`src/rtl/cpu_rf_reader_pkg.sv`:
```
// Register-file shared types and constants for the AsteRISC read stage.
// Contents: register count, address/data/busy-vector typedefs.
// Optional build macro used by the importing files: RF_BYPASS_EN.
package pck_regfile;

    localparam int unsigned rf_nb_regs = 32;
    localparam int unsigned rf_addr_w  = 5;
    localparam int unsigned rf_data_w  = 32;

    typedef logic [rf_addr_w-1:0]  rf_addr_t;
    typedef logic [rf_data_w-1:0]  rf_data_t;
    typedef logic [rf_nb_regs-1:0] rf_busy_t;

endpackage

```
`src/rtl/cpu_rf_scoreboard.sv`:
```
// Pending-write scoreboard: one busy bit per architectural register.
// Ports:
//   i_clk, i_rst           clock, synchronous active-low reset
//   i_accept               read request accepted this cycle
//   i_rd_claim, i_rd_addr  accepted instruction will write i_rd_addr
//   i_flush                drop every pending claim
//   i_rf_wr_en/_addr       write-back clears the matching busy bit
//   i_rs*_addr, i_rs*_used source operands of the current request
//   o_busy                 registered busy vector (bit 0 always 0)
//   o_rs*_stall_c          combinational per-source stall flags
// Macro RF_BYPASS_EN: a source written back this cycle is not considered busy.
module cpu_rf_scoreboard
    import pck_regfile::*;
(
    input  logic     i_clk,
    input  logic     i_rst,
    input  logic     i_accept,
    input  logic     i_rd_claim,
    input  rf_addr_t i_rd_addr,
    input  logic     i_flush,
    input  logic     i_rf_wr_en,
    input  rf_addr_t i_rf_wr_addr,
    input  rf_addr_t i_rs1_addr,
    input  rf_addr_t i_rs2_addr,
    input  logic     i_rs1_used,
    input  logic     i_rs2_used,
    output rf_busy_t o_busy,
    output logic     o_rs1_stall_c,
    output logic     o_rs2_stall_c
);

    logic     wr_clear_c;
    rf_busy_t busy_nxt;

    assign wr_clear_c = i_rf_wr_en && (i_rf_wr_addr != '0);

    // Per-source stall; x0 and unused sources never stall.
    always_comb begin
        o_rs1_stall_c = i_rs1_used && (i_rs1_addr != '0) && o_busy[i_rs1_addr];
        o_rs2_stall_c = i_rs2_used && (i_rs2_addr != '0) && o_busy[i_rs2_addr];
`ifdef RF_BYPASS_EN
        if (wr_clear_c && (i_rf_wr_addr == i_rs1_addr)) o_rs1_stall_c = 1'b0;
        if (wr_clear_c && (i_rf_wr_addr == i_rs2_addr)) o_rs2_stall_c = 1'b0;
`endif
    end

    // Clear before set so a same-index claim (younger) wins.
    always_comb begin
        busy_nxt = o_busy;
        if (i_flush) begin
            busy_nxt = '0;
        end else begin
            if (wr_clear_c) busy_nxt[i_rf_wr_addr] = 1'b0;
            if (i_accept && i_rd_claim && (i_rd_addr != '0)) busy_nxt[i_rd_addr] = 1'b1;
        end
        busy_nxt[0] = 1'b0;
    end

    always_ff @(posedge i_clk) begin
        if (!i_rst) o_busy <= '0;
        else        o_busy <= busy_nxt;
    end

endmodule

```
`src/rtl/cpu_rf_reader.sv`:
```
// Register-file read stage: 32x32 storage, scoreboard-based operand stall,
// one-cycle registered operand read.
// Parameter p_rf_rst: 1 = storage cleared on reset, 0 = only x0 reads as zero.
// Ports:
//   i_clk, i_rst                   clock, synchronous active-low reset
//   i_rd_valid / o_rd_ready        request handshake (ready is combinational)
//   i_rs1/2_addr, i_rs1/2_used     source operands
//   i_rd_claim, i_rd_addr          destination to mark pending on accept
//   i_flush                        drop pending claims and block accept
//   i_rf_wr_en/_addr/_data         write-back port
//   o_rs1/2_data, o_rs_valid       registered operands and valid pulse
//   o_sb_busy                      scoreboard busy vector
// Macro RF_BYPASS_EN: forward write-back data to a request accepted in the same cycle.
module cpu_rf_reader
    import pck_regfile::*;
#(
    parameter bit p_rf_rst = 1'b0
) (
    input  logic     i_clk,
    input  logic     i_rst,
    input  logic     i_rd_valid,
    output logic     o_rd_ready,
    input  rf_addr_t i_rs1_addr,
    input  rf_addr_t i_rs2_addr,
    input  logic     i_rs1_used,
    input  logic     i_rs2_used,
    input  logic     i_rd_claim,
    input  rf_addr_t i_rd_addr,
    input  logic     i_flush,
    input  logic     i_rf_wr_en,
    input  rf_addr_t i_rf_wr_addr,
    input  rf_data_t i_rf_wr_data,
    output rf_data_t o_rs1_data,
    output rf_data_t o_rs2_data,
    output logic     o_rs_valid,
    output rf_busy_t o_sb_busy
);

    rf_data_t mem [rf_nb_regs];
    logic     rs1_stall_c;
    logic     rs2_stall_c;
    logic     accept_c;
    logic     wr_en_c;
    rf_data_t rs1_rd_c;
    rf_data_t rs2_rd_c;

    assign o_rd_ready = !i_flush && !rs1_stall_c && !rs2_stall_c;
    assign accept_c   = i_rd_valid && o_rd_ready;
    assign wr_en_c    = i_rf_wr_en && (i_rf_wr_addr != '0);

    cpu_rf_scoreboard u_scoreboard (
        .i_clk         (i_clk),
        .i_rst         (i_rst),
        .i_accept      (accept_c),
        .i_rd_claim    (i_rd_claim),
        .i_rd_addr     (i_rd_addr),
        .i_flush       (i_flush),
        .i_rf_wr_en    (i_rf_wr_en),
        .i_rf_wr_addr  (i_rf_wr_addr),
        .i_rs1_addr    (i_rs1_addr),
        .i_rs2_addr    (i_rs2_addr),
        .i_rs1_used    (i_rs1_used),
        .i_rs2_used    (i_rs2_used),
        .o_busy        (o_sb_busy),
        .o_rs1_stall_c (rs1_stall_c),
        .o_rs2_stall_c (rs2_stall_c)
    );

    // Storage; x0 is never written, writes are never blocked by the scoreboard.
    always_ff @(posedge i_clk) begin
        if (!i_rst && p_rf_rst) begin
            for (int unsigned i = 0; i < rf_nb_regs; i++) mem[i] <= '0;
        end else if (wr_en_c) begin
            mem[i_rf_wr_addr] <= i_rf_wr_data;
        end
    end

    // Read mux with x0 forced to zero, plus optional write-back forwarding.
    always_comb begin
        rs1_rd_c = (i_rs1_addr == '0) ? '0 : mem[i_rs1_addr];
        rs2_rd_c = (i_rs2_addr == '0) ? '0 : mem[i_rs2_addr];
`ifdef RF_BYPASS_EN
        if (wr_en_c && (i_rf_wr_addr == i_rs1_addr)) rs1_rd_c = i_rf_wr_data;
        if (wr_en_c && (i_rf_wr_addr == i_rs2_addr)) rs2_rd_c = i_rf_wr_data;
`endif
    end

    // Output registers; data holds between accepts.
    always_ff @(posedge i_clk) begin
        if (!i_rst) begin
            o_rs_valid <= 1'b0;
            o_rs1_data <= '0;
            o_rs2_data <= '0;
        end else begin
            o_rs_valid <= accept_c;
            if (accept_c) begin
                o_rs1_data <= rs1_rd_c;
                o_rs2_data <= rs2_rd_c;
            end
        end
    end

endmodule

```
`config.mk`:
```
export PLATFORM = sky130hd
export DESIGN_NAME = cpu_rf_reader
export DESIGN_NICKNAME = d
export VERILOG_FILES = /design/src/rtl/cpu_rf_reader_pkg.sv /design/src/rtl/cpu_rf_scoreboard.sv /design/src/rtl/cpu_rf_reader.sv
export SDC_FILE = /design/constraint.sdc
export NUM_CORES = 2
export LEC_CHECK = 0
export CORE_MARGIN = 2
export CORE_UTILIZATION = 35
export DETAILED_ROUTE_END_ITERATION = 16
export GPL_TIMING_DRIVEN = 0
export SLEW_MARGIN = 10
export SYNTH_ARGS = -nofsm -noshare
export SYNTH_HDL_FRONTEND = slang
export SYNTH_SLANG_ARGS = --single-unit
```
`constraint.sdc`:
```
create_clock -name i_clk -period 4.4 [get_ports i_clk]
set_input_delay 0.66 -clock i_clk [delete_from_list [all_inputs] [get_ports i_clk]]
set_output_delay 0.66 -clock i_clk [all_outputs]
set_load 0.02 [all_outputs]
```
* Word-level counts from Yosys, hierarchy flattened
Memory sizes are Yosys's and may differ from the RTL's.
Index checks and enable logic that the tools add are counted.
W data, S select, Z words.
** Word-level totals
- Register bits after elaboration :: 97
- Bits in writable memories :: 1024
- Output and inout port bits :: 98
- Word-level logic and storage cells :: 53
- Memories kept :: 1
** Memory list
- mem :: depth 32, width 32, rd ports 2, clocked after memory_dff 0, write ports 1, RTL line cpu_rf_reader.sv:39 : rf_data_t mem [rf_nb_regs];
** Operators by class
- Magnitude comparators :: 6
- Muxes and demuxes :: 15
- Bitwise operators :: 4
- Reduce and logical (&&, ||, !) cells :: 22
** Operators by type and width (number)
- $mux W32 :: 5
- $and A32 B32 Y32 :: 1
- $not A32 Y32 :: 1
- $or A32 B32 Y32 :: 1
- $lt A5 B6 Y1 const B :: 4
- $reduce_bool A5 Y1 :: 4
- $logic_and A1 B1 Y1 :: 12
- $bmux W1 S5 :: 2
- $demux W1 S5 :: 2
- $ge A5 B1 Y1 const B :: 2
- $logic_not A5 Y1 :: 2
- $mux W1 :: 6
- $logic_not A1 Y1 :: 3
- $reduce_or A2 Y1 :: 1
- $not A1 Y1 :: 1

* Longest topological paths before layout
- Depth after elaboration :: 10
- Mapped depth :: 11

* By module
A second synthesis with hierarchy kept.
** Second synthesis, totals
- Cell total of the unflattened synthesis :: 2654
- Area, all modules :: 50753.7 µm²
** By module, submodules not included
- cpu_rf_reader :: instances 1, cells each 2415, area an instance 48838.1 µm²
- cpu_rf_scoreboard :: instances 1, cells each 239, area an instance 1915.6 µm²

* Worst setup path after synthesis
OpenSTA, ideal clock, no wires.
- Kind :: input-to-reg
- From :: input i_rf_wr_addr[3]
- To :: register u_scoreboard.o_busy[17]
- Setup time :: 130 ps
- Arrival :: 3874 ps
- Data required time :: 4270 ps
- Path slack :: 395 ps
- Stages on the path :: 6
- Buffers on the path :: 1
- Cell sequence :: clkbuf_1 nor2_1 nand3_1 nor3b_1 nand3b_1 o31ai_1
** On the way
- Word-level cells in the longest chain between the ends :: 10
- Elaborated cells on any way between the ends :: 13
- Classes of those cells :: order compare (2); mux (5); bitwise (3); reduce/logical (3)
** Ends and longest elaborated chain
- start, declared :: RTL line cpu_rf_reader.sv:31 : input rf_addr_t i_rf_wr_addr,
- $lt A5 B6 Y1 (not written as such) / $ge A5 B1 Y1 (equally long branches) :: RTL line cpu_rf_scoreboard.sv:53 : if (wr_clear_c) busy_nxt[i_rf_wr_addr] = 1'b0;
- $logic_and A1 B1 Y1 (not written as such) :: RTL line cpu_rf_scoreboard.sv:53
- $mux W1 (not written as such) :: RTL line cpu_rf_scoreboard.sv:53
- $demux W1 S5
- $not A32 Y32 (no source line)
- $and A32 B32 Y32 (no source line)
- $mux W32 * :: RTL line cpu_rf_scoreboard.sv:53
- $mux W32 * :: RTL line cpu_rf_scoreboard.sv:50 : if (i_flush) begin
- $or A32 B32 Y32 (no source line)
- $mux W32 * :: RTL line cpu_rf_scoreboard.sv:54 : if (i_accept && i_rd_claim && (i_rd_addr != '0)) busy_nxt[i_rd_addr] = 1'b1;
- end signal, assigned :: RTL line cpu_rf_scoreboard.sv:61 : else o_busy <= busy_nxt;
- end, declared :: RTL line cpu_rf_scoreboard.sv:27 : output rf_busy_t o_busy,
Mark *: on every way between the ends. The rest lies on a longest branch, timed or not. The select of a mux whose other input is x is not followed.
A chain may end at the register's enable or synchronous reset.

* Worst setup path in the final report
- From :: input i_rs2_addr[1]
- To :: register o_rs2_data[17]
** On the way
- Word-level cells in the longest chain between the ends :: 6
- Elaborated cells on any way between the ends :: 11
- Classes of those cells :: mux (3); reduce/logical (7); memory (1)
** Ends and longest elaborated chain
- start, declared :: RTL line cpu_rf_reader.sv:24 : input rf_addr_t i_rs2_addr,
- $bmux W1 S5 / $reduce_bool A5 Y1 (equally long branches) :: RTL line cpu_rf_scoreboard.sv:40 : o_rs2_stall_c = i_rs2_used && (i_rs2_addr != '0) && o_busy[i_rs2_addr];
- $mux W1 (not written as such) / $logic_and A1 B1 Y1 (equally long branches) :: RTL line cpu_rf_scoreboard.sv:40
- $logic_and A1 B1 Y1 :: RTL line cpu_rf_scoreboard.sv:40
- $logic_not A1 Y1 :: RTL line cpu_rf_reader.sv:47 : assign o_rd_ready = !i_flush && !rs1_stall_c && !rs2_stall_c;
- $logic_and A1 B1 Y1 :: RTL line cpu_rf_reader.sv:47
- $logic_and A1 B1 Y1 :: RTL line cpu_rf_reader.sv:48 : assign accept_c = i_rd_valid && o_rd_ready;
- end signal, assigned :: RTL line cpu_rf_reader.sv:98 : o_rs2_data <= rs2_rd_c;
- end, declared :: RTL line cpu_rf_reader.sv:34 : output rf_data_t o_rs2_data,
Parallel ways exist; a longest one is shown, timed or not. The select of a mux whose other input is x is not followed.

==> results.yml <==
clocking:
  postCtsSetupBuffers: 0
  clock_latency_ps: 740
  path_clk_slew_ps: 60
  cts.sinks: 1120
  cts-root-buf: "clkbuf_16"
  cts_tree: "done"
  clock_path_buffers: 3
  cts_buffers: 118
  cts_htree_levels: 3
  cts_hold_buf: 0
drt:
  postRouteWirelength_um: 194000
  wl_per_cell_um: 40.4
  viasPerCell: 6.46
  post-route-drc-count: 0
  first_pass_iters: 6
  num_vias: 31100
  ant_nets: 0
  drt_iter0_markers: 5000
floorplan:
  initial_core_util: 0.352
  fp.dieH_um: 386
  rows: 140
  die-area_sq_mm: 0.149
  core_sq_mm: 0.145
  die_w_um: 386
  ioPinCount: 158
finish:
  postLayoutCellArea_sq_mm: 0.0608
  nets: 2847
  drive_above_1_share: 0.371
  syn2layout_area_growth_pct: 18.9
synthesis:
  ys.flop_type: "edfxtp_1"
  synth_common_cells: "edfxtp_1 (1024), mux4_2 (627), mux2i_1 (119)"
  syn-instance-count: 2421
  seq_area_frac_synth: 0.639
  synth_area_leaders: "edfxtp_1 (60%), mux4_2 (28%), dfxtp_1 (3.8%), mux2i_1 (2.3%), a22oi_1 (0.95%)"
  synthArstFlopShare: 0
  syn_avg_cell_area_sq_um: 21.1
  synth-edff-count: 1024
  synth_cell_types: 41
  ys_seq_elements: 1120
  yosysMostFrequentCell: "edfxtp_1"
  synth_top_cell_by_area: "edfxtp_1"
  synth_top_area_frac: 0.602
  netlist_area_sq_mm: 0.0511
  yosys_warnings: 0
critical_path:
  crit_chain: "buf_2, buf_2, buf_2, buf_2, buf_2, o21ai_0, nor2_1, clkbuf_2, a22oi_1, mux2i_1"
  cp_top_family: "buffers and inverters"
  crit_path_frequent_cell: "buf_2"
  worstSetupEndpointType: "register"
  cp_max_fo: 10
  rr_worst_depth: 8
  path_depth: 10
  critical-path-slowest-cell: "buf_2"
  path_buf_inv: 6
  reg2reg_setup_slack_ps: 1380
  max_stage_delay_ps: 710
  start_kind: "input port"
  path_class: "input port to register"
  cp.arrival_ps: 5160
  cp.required_ps: 5060
place:
  place_ws_ps: -973
  portBuffers: 144
  hpwl_um: 133000
  dpl_cell_area_sq_mm: 0.0567
  gp_routability_congestion: 0.895
sta:
  fin_worst_skew_ps: 38.4
  hold_viol_final: 0
  worstMarginPinSlew_ps: 1410
  finalCritPeriodShare: 1.02
  finalSetupViolCount: 7
  relSlewSlack: 0.0612
  hold_ws_ps: 452
  setup_slack_ps: -102
  rsz0062_at_grt: "no"
  slew_violations: 0
  fmax_mhz: 222
  period_needed_ps: 4500
  tns_ps: -445
min_path:
  hold_path.class: "input port to register"
  hold_depth: 3
status:
  status: "finished with violations"
  failed_checks: "setup timing"
pwr:
  power_mw: 24.8
  leakagePower_nw: 19.3
  irDropWorstVdd_mv: 0.317
  powerDensity_mw_per_mm2: 409
grt:
  grt_pass1_wl_um: 260000
  antenna_found_initial: 10
  grt_max_degree: 33
  track_usage: 0.259
  grt_pass1_vias: 30700
  grt_overflow: 0
run:
  max_cap_viol_count: 0
[where the power goes]
part           internal, mW  switching (mW)
Sequential             11.8          0.0957
Clock                  6.23            4.32
Combinational         0.954            1.45
Total                  19.0            5.87
[final timing paths]
| check | to | startpoint |
|---|---|---|
| worst min-delay path | u_scoreboard.o_busy[26] | i_rd_addr[3] |
| worst max-delay path | o_rs2_data[17] | i_rs2_addr[1] |
| worst min register to register | o_rs2_data[30] | o_rs2_data[30] |
| worst max register to register | o_rs2_data[7] | u_scoreboard.o_busy[12] |
[timing repair]
| item | CTS | global route |
|---|---|---|
| setup endpoints to repair | 13 | 6 |
| hold endpoints to repair | 0 | 0 |
| pin swaps | 0 | 0 |
| gates resized for setup | 6 | 5 |
| gates cloned | 0 | 0 |
[per-stage QoR]
step | instances | utilization
4_1_cts | 4810 | 0.418
2_1_floorplan | 2453 | -
3_3_place_gp | 4514 | 0.379
5_1_grt | 4809 | 0.418
6_report | 4811 | 0.418
3_5_place_dp | 4585 | 0.390
[logic make-up after synthesis]
logic type             synth area share
AO/OA/AOI/OAI                    0.0227
buffers and inverters            0.0181
flip-flops                        0.639
multiplexers                      0.301
other                         0.0000734
AND/OR/NAND/NOR                  0.0190
[cells in the final DEF (no fill, tap or decap), drive strengths merged, types with 33 or more instances in the layout]
cell           count
edfxtp          1024
mux4             627
clkbuf           283
buf              171
clkdlybuf4s50    142
mux2i            119
dfxtp             96
nand2             79
a22oi             65
nor2              40
o211ai            37
conb              33
[area by class of cell]
class	count	area, sq um
Fill cell	12600	84600
Timing Repair Buffer	215	2760
Buffer	202	992
Tap cell	1917	2400
Clock buffer	180	3540
Clock inverter	45	562
Multi-Input combinational cell	1130	17900
Sequential cell	1120	32700
Antenna cell	2	5.00
[metal layers]
metal  part of all wire  track usage  vias up
met3               0.14       0.0797      468
met2               0.45        0.394     2475
met5            0.00031            0        -
li1                   -            -    11400
met4              0.058        0.126       10
met1               0.36        0.340    16700
[tightest hold or removal path: stages]
cell and delay [ps]:
clkbuf_1 200, nand4b_1 190, o31ai_1 70
[flip-flops by register name (all words and copies together) (netlist names)]
name and flops:
mem 1024, o_rs1_data 32, o_rs2_data 32, u_scoreboard.o_busy 31
o_rs_valid 1
(Power assumes the default switching activity.)
